### config.mk
export PLATFORM = sky130hd
export DESIGN_NAME = pipe_stage_reg
export DESIGN_NICKNAME = d
export VERILOG_FILES = /design/src/rtl/pipe_stage_reg.sv
export SDC_FILE = /design/constraint.sdc
export NUM_CORES = 1
export LEC_CHECK = 0
export ABC_AREA = 1
export ABC_CLOCK_PERIOD_IN_PS = 1300
export CAP_MARGIN = 5
export CORE_ASPECT_RATIO = 0.75
export CORE_MARGIN = 4
export CORE_UTILIZATION = 40
export CTS_CLUSTER_SIZE = 14
export DETAILED_ROUTE_END_ITERATION = 6
export PLACE_DENSITY_LB_ADDON = 0.3
export RECOVER_POWER = 50
export REMOVE_ABC_BUFFERS = 1
export SKIP_CTS_REPAIR_TIMING = 1
export SYNTH_ARGS = -nofsm -noshare
export SYNTH_HDL_FRONTEND = slang
export SYNTH_SLANG_ARGS = --single-unit
### constraint.sdc
create_clock -name clk -period 1.3 [get_ports clk]
set_input_delay 0.26 -clock clk [delete_from_list [all_inputs] [get_ports clk]]
set_output_delay 0.26 -clock clk [all_outputs]
set_load 0.02 [all_outputs]
### src/rtl/pipe_stage_reg.sv
`timescale 1ns/1ps
// Valid/ready pipeline stage register with registered outputs and optional skid entry.
// Define PIPE_STAGE_SKID_EN to build the two-entry skid variant (in_ready from a flop).
module pipe_stage_reg #(
  parameter int DATA_W          = 68,
  parameter bit ZERO_ON_INVALID = 1'b1
) (
  input  logic              clk,
  input  logic              rst,
  input  logic              flush,
  input  logic              in_valid,
  output logic              in_ready,
  input  logic [DATA_W-1:0] in_data,
  output logic              out_valid,
  input  logic              out_ready,
  output logic [DATA_W-1:0] out_data,
  output logic [1:0]        occupancy
);

  logic              m_valid_q, m_valid_d;
  logic [DATA_W-1:0] m_data_q, m_data_d;
  logic [1:0]        occ_q, occ_d;
  logic              accept, drain;

`ifdef PIPE_STAGE_SKID_EN
  logic              s_valid_q, s_valid_d;
  logic [DATA_W-1:0] s_data_q, s_data_d;
  logic              in_ready_q, in_ready_d;

  assign in_ready = in_ready_q;
`else
  assign in_ready = ~m_valid_q | out_ready;
`endif

  assign accept    = in_valid & in_ready;
  assign drain     = m_valid_q & out_ready;
  assign out_valid = m_valid_q;
  assign out_data  = m_data_q;
  assign occupancy = occ_q;

  always_comb begin
    m_valid_d = m_valid_q;
    m_data_d  = m_data_q;
`ifdef PIPE_STAGE_SKID_EN
    s_valid_d = s_valid_q;
    s_data_d  = s_data_q;
`endif
    if (flush) begin
      m_valid_d = 1'b0;
`ifdef PIPE_STAGE_SKID_EN
      s_valid_d = 1'b0;
`endif
      if (ZERO_ON_INVALID) begin
        m_data_d = '0;
`ifdef PIPE_STAGE_SKID_EN
        s_data_d = '0;
`endif
      end
    end
`ifdef PIPE_STAGE_SKID_EN
    else if (!m_valid_q || drain) begin
      // A parked skid beat is older than anything offered now, so it goes first.
      if (s_valid_q) begin
        m_valid_d = 1'b1;
        m_data_d  = s_data_q;
        s_valid_d = 1'b0;
      end else if (accept) begin
        m_valid_d = 1'b1;
        m_data_d  = in_data;
      end else begin
        m_valid_d = 1'b0;
      end
    end else if (accept) begin
      s_valid_d = 1'b1;
      s_data_d  = in_data;
    end
`else
    else if (accept) begin
      m_valid_d = 1'b1;
      m_data_d  = in_data;
    end else if (drain) begin
      m_valid_d = 1'b0;
    end
`endif
  end

`ifdef PIPE_STAGE_SKID_EN
  assign in_ready_d = ~s_valid_d;
  assign occ_d      = {1'b0, m_valid_d} + {1'b0, s_valid_d};
`else
  assign occ_d      = {1'b0, m_valid_d};
`endif

  always_ff @(posedge clk or negedge rst) begin
    if (!rst) begin
      m_valid_q  <= 1'b0;
      occ_q      <= 2'd0;
`ifdef PIPE_STAGE_SKID_EN
      s_valid_q  <= 1'b0;
      in_ready_q <= 1'b1;
`endif
    end else begin
      m_valid_q  <= m_valid_d;
      occ_q      <= occ_d;
`ifdef PIPE_STAGE_SKID_EN
      s_valid_q  <= s_valid_d;
      in_ready_q <= in_ready_d;
`endif
    end
  end

  // Payload flops only get a reset when the zeroing option asks for it.
  generate
    if (ZERO_ON_INVALID) begin : g_data_rst
      always_ff @(posedge clk or negedge rst) begin
        if (!rst) begin
          m_data_q <= '0;
`ifdef PIPE_STAGE_SKID_EN
          s_data_q <= '0;
`endif
        end else begin
          m_data_q <= m_data_d;
`ifdef PIPE_STAGE_SKID_EN
          s_data_q <= s_data_d;
`endif
        end
      end
    end else begin : g_data_norst
      always_ff @(posedge clk) begin
        m_data_q <= m_data_d;
`ifdef PIPE_STAGE_SKID_EN
        s_data_q <= s_data_d;
`endif
      end
    end
  endgenerate

endmodule

==> insert_results.sql <==
INSERT INTO impl_metrics (metric_group, metric, value, unit) VALUES
('global_route', 'grt_start_max_net_pins', '70', ''),
('placement', 'dpl_worst_slack', '-0.455', 'ns'),
('sta', 'layout_setup_ws', '-0.0745', 'ns'),
('sta', 'timing.slew.headroom', '58.0', '%'),
('synthesis', 'ys.warnings.count', '0', ''),
('sta', 'max_slew.worst_pin.slew', '0.631', 'ns'),
('synthesis', 'synth_seq_area_share', '57.5', '%'),
('sta', 'timing.fmax', '728', 'MHz'),
('synthesis', 'netlist_instances', '318', ''),
('global_route', 'number_of_antenna_violations_at_the_first_check_in_global_routing', '0', ''),
('pwr', 'p_int', '3.91', 'mW'),
('setup_path', 'setup.reg_to_reg.worst_slack', '-0.02', 'ns'),
('detailed_routing', 'remaining_antenna_violation_count_after_routing', '0', ''),
('global_route', 'vias_in_the_first_global_route', '2867', ''),
('pwr', 'net_sw_share', '27.0', '%'),
('pwr', 'fin_total_pwr', '5.36', 'mW'),
('clocking', 'clock_tree_from_tritoncts', 'built', ''),
('min_path', 'hold_path.class', 'in -> reg', ''),
('finish', 'count_of_placed_standard_cells_in_the_final_layout_fillers_left_out', '554', ''),
('pwr', 'power_leakage', '3.33', 'nW'),
('clocking', 'total_number_of_clock_tree_sinks', '69', ''),
('placement', 'routabilityCongestion', '0.770', ''),
('setup_path', 'crit_path_max_fanout', '2', ''),
('placement', 'dp.cells', '537', ''),
('finish', 'design_area', '0.00491', 'mm²'),
('clocking', 'cts_root_buf', 'clkbuf_8', ''),
('global_route', 'globalRoute.totalOverflow', '0', ''),
('synthesis', 'synth.distinct_cells', '13', ''),
('clocking', 'clock_latency', '0.34', 'ns'),
('floorplan', 'fp-row-count', '27', ''),
('setup_path', 'crit_path_end_kind', 'output port', ''),
('floorplan', 'core-area', '0.00733', 'mm²'),
('run_status', 'violations', 'negative setup slack', ''),
('sta', 'final_period_minus_worst_setup_slack', '1.37', 'ns'),
('sta', 'report.final.hold_viol_count', '0', ''),
('sta', 'report.final.slew_viol_count', '0', ''),
('pwr', 'power.combinational.fraction', '19.9', '%'),
('pwr', 'power.share.sequential', '43.7', '%'),
('detailed_routing', 'drt-vias-per-instance', '5.35', ''),
('sta', 'final.period_utilization', '106', '%'),
('pwr', 'net-switching-power', '1.45', 'mW'),
('pwr', 'pwr_cell_area', '1090', 'mW/mm²'),
('setup_path', 'timing.critical_path.required', '1.04', 'ns'),
('finish', 'area.growth.synth_to_final', '63.7', '%'),
('floorplan', 'floorplan.die.height', '83.0', 'µm'),
('pwr', 'power.share.clock', '36.4', '%'),
('synthesis', 'synth-seq-cells', '69', ''),
('detailed_routing', 'initial_drt_markers', '126', ''),
('finish', 'drive_gt1_share', '7.95', '%'),
('run_status', 'outcome', 'finished with violations', ''),
('synthesis', 'syn_area_per_cell', '9.44', 'µm²'),
('finish', 'fin_nets', '521', ''),
('finish', 'antenna_cells', '0', ''),
('detailed_routing', 'wire_per_inst', '17.1', 'µm'),
('detailed_routing', 'drc', '0', ''),
('floorplan', 'initial_core_util', '41.0', '%'),
('sta', 'final.setup_skew', '0.00777', 'ns'),
('floorplan', 'die-area', '0.00897', 'mm²'),
('setup_path', 'worst_setup_path_start_kind', 'input port', ''),
('synthesis', 'netlist_area', '0.00300', 'mm²'),
('placement', 'place.detailed.hpwl', '6180', 'µm'),
('floorplan', 'floorplan.die.width', '108', 'µm'),
('detailed_routing', 'drt_pre_antenna_iters', '4', ''),
('setup_path', 'worstSetupPathType', 'in -> out', ''),
('clocking', 'htreeDepth', '3', ''),
('placement', 'io_buffers', '143', ''),
('sta', 'setup_total_negative_slack', '-0.270', 'ns'),
('detailed_routing', 'via_count', '2963', ''),
('sta', 'unrepaired_setup_endpoints_after_global_routing', 'yes', ''),
('detailed_routing', 'drt_wl_total', '9480', 'µm'),
('setup_path', 'critical_path_arrival', '1.11', 'ns'),
('placement', 'dpl_cell_area', '0.00451', 'mm²'),
('global_route', 'global_route.usage.total', '20.5', '%'),
('clocking', 'max-clock-path-buffers', '2', ''),
('clocking', 'cts_buffers', '9', ''),
('clocking', 'clkSlewWorstSetupHoldPaths', '0.08', 'ns'),
('global_route', 'grt_first_pass_wirelength', '14700', 'µm'),
('pwr', 'worst_ir_drop_vdd', '0.000507', 'V'),
('floorplan', 'ios', '145', ''),
('sta', 'finalSetupViolCount', '21', ''),
('finish', 'fillerInstances', '594', ''),
('run', 'max_cap_viol_count', '0', '');
## per-layer routing
layer / wire length, µm / vias up / global-route usage [%]
li1: - / 1386 / -
met4: 116 / 0 / 5.50
met3: 861 / 13 / 7.93
met2: 4350 / 133 / 30.5
met5: 0 / - / 0
met1: 4150 / 1431 / 28.2
## power groups by stage
stage                     Combinational [mW]  Sequential, mW  Clock (mW)
after CTS                               1.10            2.35        2.00
after detailed placement                1.10            2.39           0
after global routing                    1.14            2.36        2.08
after global placement                  1.08            2.38           0
after floorplan                        0.220            2.54           0
final                                   1.07            2.34        1.95
## final cells by class
class | instances | area, µm² | area share (%)
Timing Repair Buffer | 157 | 1780 | 36.3
Sequential cell | 69 | 1730 | 35.1
Multi-Input combinational cell | 208 | 1040 | 21.2
Clock buffer | 10 | 138 | 2.80
Tap cell | 101 | 126 | 2.57
Clock inverter | 6 | 86.3 | 1.76
Inverter | 3 | 12.5 | 0.255
## cell usage after synthesis
| cell type | count | area [µm²] |
|---|---|---|
| nand3_1 | 68 | 340 |
| clkbuf_1 | 6 | 22.5 |
| nand4_1 | 68 | 425 |
| buf_4 | 6 | 45.0 |
| conb_1 | 1 | 3.75 |
| buf_2 | 22 | 110 |
| inv_2 | 1 | 3.75 |
| nand2_1 | 68 | 255 |
| dfrtp_1 | 69 | 1730 |
| inv_1 | 2 | 7.51 |
| buf_6 | 4 | 45.0 |
| a21oi_1 | 1 | 5.00 |
| nand2_2 | 2 | 12.5 |
## critical path, cell delays in order
cell and delay (ns):
clkdlybuf4s50_1 0.46, inv_1 0.05, nand2_2 0.10, dlymetal6s2s_1 0.25
## path summary, 6_finish.rpt
path,startpoint,to,depth (start not counted)
setup / recovery,out_ready,in_ready,4
hold / removal,in_valid,out_data[18]$_DFFE_PN0P_,4
setup reg to reg,occupancy[0]$_DFFE_PN0P_,out_data[13]$_DFFE_PN0P_,5
hold reg to reg,out_data[33]$_DFFE_PN0P_,out_data[33]$_DFFE_PN0P_,2
max in group asynchronous,rst,out_data[63]$_DFFE_PN0P_,3
min in group asynchronous,rst,out_data[59]$_DFFE_PN0P_,3
## placed cells by master (no fill, tap or decap)
| cell type | count |
|---|---|
| a21oi_1 | 1 |
| buf_12 | 6 |
| buf_2 | 2 |
| buf_4 | 6 |
| buf_6 | 3 |
| bufinv_16 | 2 |
| clkbuf_8 | 10 |
| clkdlybuf4s50_1 | 70 |
| clkinv_2 | 3 |
| clkinv_4 | 1 |
| clkinvlp_4 | 1 |
| conb_1 | 1 |
| dfrtp_1 | 69 |
| dlygate4sd3_1 | 1 |
| dlymetal6s2s_1 | 69 |
| inv_1 | 2 |
| nand2_1 | 68 |
| nand2_2 | 2 |
| nand3_1 | 68 |
| nand4_1 | 68 |
## registers in the layout, indices dropped and copies added, names as in the netlist
register	cells
occupancy	1
out_data	68
## per-stage QoR
step                      util, %  hold WS, ns
final                        67.0        0.454
after floorplan                 -      -0.0356
after global routing         67.0        0.447
after CTS                    64.6      -0.0637
after global placement       61.6        0.312
after detailed placement     61.6        0.312
## kinds of logic (layout without fill, tap and decap cells)
logic type             Yosys count  in the layout  synth area share, %
AOI/OAI and AO/OA                1              1                0.167
buffers and inverters           41            176                 7.79
DFF                             69             69                 57.5
other                            1              1                0.125
and+or+nand+nor                206            206                 34.4
Power figures use the tool's default switching activity.
==> RTL edit: new RTL, same flow settings <==
Reset style: synchronous (`rst`), changed in 2 clocked blocks.
--- a/src/rtl/pipe_stage_reg.sv
+++ b/src/rtl/pipe_stage_reg.sv
@@ -92,5 +92,5 @@
 `endif
 
-  always_ff @(posedge clk or negedge rst) begin
+  always_ff @(posedge clk) begin
     if (!rst) begin
       m_valid_q  <= 1'b0;
@@ -113,5 +113,5 @@
   generate
     if (ZERO_ON_INVALID) begin : g_data_rst
-      always_ff @(posedge clk or negedge rst) begin
+      always_ff @(posedge clk) begin
         if (!rst) begin
           m_data_q <= '0;
Function: differs if rst is asserted again (counterexample within 4 cycles, from zero or initial values and one cycle with rst low); with rst held inactive, the same outputs for 10 cycles.
==> RTL edit against the unedited design <==
- synthesized area increased by 3.2%
- power decreased by 3.1%
- wire length decreased by 9.4%
- clock skew decreased by 0.00095 ns
- setup slack improved by 0.092 ns
- final area increased by 2.2%
- combinational power decreased by 8%
- maximum frequency increased by 7.2%
- sequential cell count unchanged
- sequential share of layout area decreased by 7.6 points
- count of clock-buffer cells in the layout unchanged
- largest power group unchanged
==> RTL edit: results (changes against the unedited design) <==
Run status
  • Status: finished clean (was finished, violations left)

Drt
  • Drt via density: 4.61 (was 5.35)
  • Drt wl/cell: 12.5 um (was 17.1 um)
  • Initial DRC Count: 121 (was 126)

Power and ir drop
  • Worst vdd ir: 592 uV (was 507 uV)
  • Leak: 0.00336 uW (was 0.00333 uW)

Clocking
  • Root buf cell: clkbuf_8 (unchanged)
  • CTS H-tree lvls: 3 (unchanged)

Synth
  • Register area share after synthesis: 0.446 (was 0.575)
  • Asr flop ratio synth: 0 (was 1.00)
  • Synth cell count leaders: a21oi_1 (69), dfxtp_1 (69) (was dfrtp_1 (69), nand2_1 (68), nand3_1 (68), nand4_1 (68), buf_2 (22))
  • Synth area leaders: dfxtp_1 (45%), a21oi_1 (11%), nand3_1 (11%), inv_1 (8.2%), nand2_1 (8.2%) (was dfrtp_1 (57%), nand4_1 (14%), nand3_1 (11%), nand2_1 (8.5%), buf_2 (3.7%))
  • Synth cell types: 14 (was 13)

Critical path
  • Arrival time at the worst endpoint: 1.02 ns (was 1.11 ns)
  • Slowest stage delay, CP: 0.48 ns (was 0.46 ns)
  • Crit path max fanout: 6 (was 2)

Place
  • Post-DP HPWL: 5.88 mm (was 6.18 mm)
  • Cell area after placement: 4600 um^2 (was 4510 um^2)
  • GP Congestion: 0.794 (was 0.770)

Cells and area
  • Layout cells sized above 1: 0.0628 (was 0.0795)
  • Fillers: 611 (was 594)
  • Ant diodes: 0 (unchanged)
  • Final net count: 657 (was 521)

GRT
  • GRT Resource Usage Total: 0.179 (was 0.205)
  • Number of global-route vias before repair: 2,837 (was 2,867)
  • Largest net degree at the start of global routing: 79 (was 70)
  • First-pass GRT wire length: 13.2 mm (was 14.7 mm)

Timing
  • Clock Skews: 0.00682 ns (was 0.00777 ns)
## RTL edit: cell types whose count changed in the layout (fill, tap and decap cells not counted), sizes merged
cell / change
nand4: -68
dlygate4sd3: -1
nor2: +69
a21oi: +68
buf: -1
dlymetal6s2s: +1
nor3: +1
clkdlybuf4s50: +1
dfxtp: +69
clkinv: -1
inv: +68
nand2: -1
dfrtp: -69
## RTL edit: tightest hold or removal path, cell delays in order
cell and delay, ns:
buf_4 0.13, a21oi_1 0.07, nor2_1 0.08
## RTL edit: routing by layer
layer | wire (um) | vias up | part of all wire | track usage
met2 | 3830 | 120 | 0.45 | 0.276
li1 | - | 1659 | - | -
met1 | 3690 | 1393 | 0.43 | 0.220
met4 | 80 | 0 | 0.0093 | 0.0578
met3 | 995 | 8 | 0.12 | 0.0861
met5 | 0 | - | 0 | 0
## RTL edit: worst paths after layout
path	cells past startpoint	slack [ns]	start	to
worst max register to register	7	0.07	occupancy[0]	out_data[27]
worst min-delay path	3	0.25	in_valid	out_data[18]
worst min register to register	2	0.48	out_data[20]	out_data[20]
worst max-delay path	4	0.02	out_ready	in_ready
## RTL edit: final cells by class
class | instances | area, um^2 | share of cell area
multi-input combinational | 277 | 1240 | 0.246
timing repair buffer | 157 | 1790 | 0.356
clock buffer | 10 | 138 | 0.0274
clock inverter | 6 | 86.3 | 0.0172
inverter | 70 | 263 | 0.0523
tap | 101 | 126 | 0.0252
sequential | 69 | 1380 | 0.275
## RTL edit: cells by family (layout without fill, tap and decap cells)
| group | after synthesis | after routing | share of synthesized area |
|---|---|---|---|
| compound gates | 69 | 69 | 0.111 |
| buf+inv | 109 | 243 | 0.160 |
| flops | 69 | 69 | 0.446 |
| other cells | 1 | 1 | 0.00121 |
| simple gates | 207 | 207 | 0.282 |
## RTL edit: report_power, final
part           internal [uW]  leakage (uW)  switching (uW)
clock network           1130      0.000112             821
logic                    513       0.00268             476
registers               2210      0.000565            49.3
## RTL edit: stage by stage
step | cells | total power (uW) | utilization | setup slack, ns
final | 690 | 5200 | 0.676 | 0.0178
after global routing | 690 | 5490 | 0.676 | -0.0246
after floorplan | 416 | 2740 | - | -0.928
after detailed placement | 673 | 3310 | 0.619 | -0.200
after global placement | 673 | 3290 | 0.619 | -0.163
after CTS | 689 | 5280 | 0.649 | -0.325
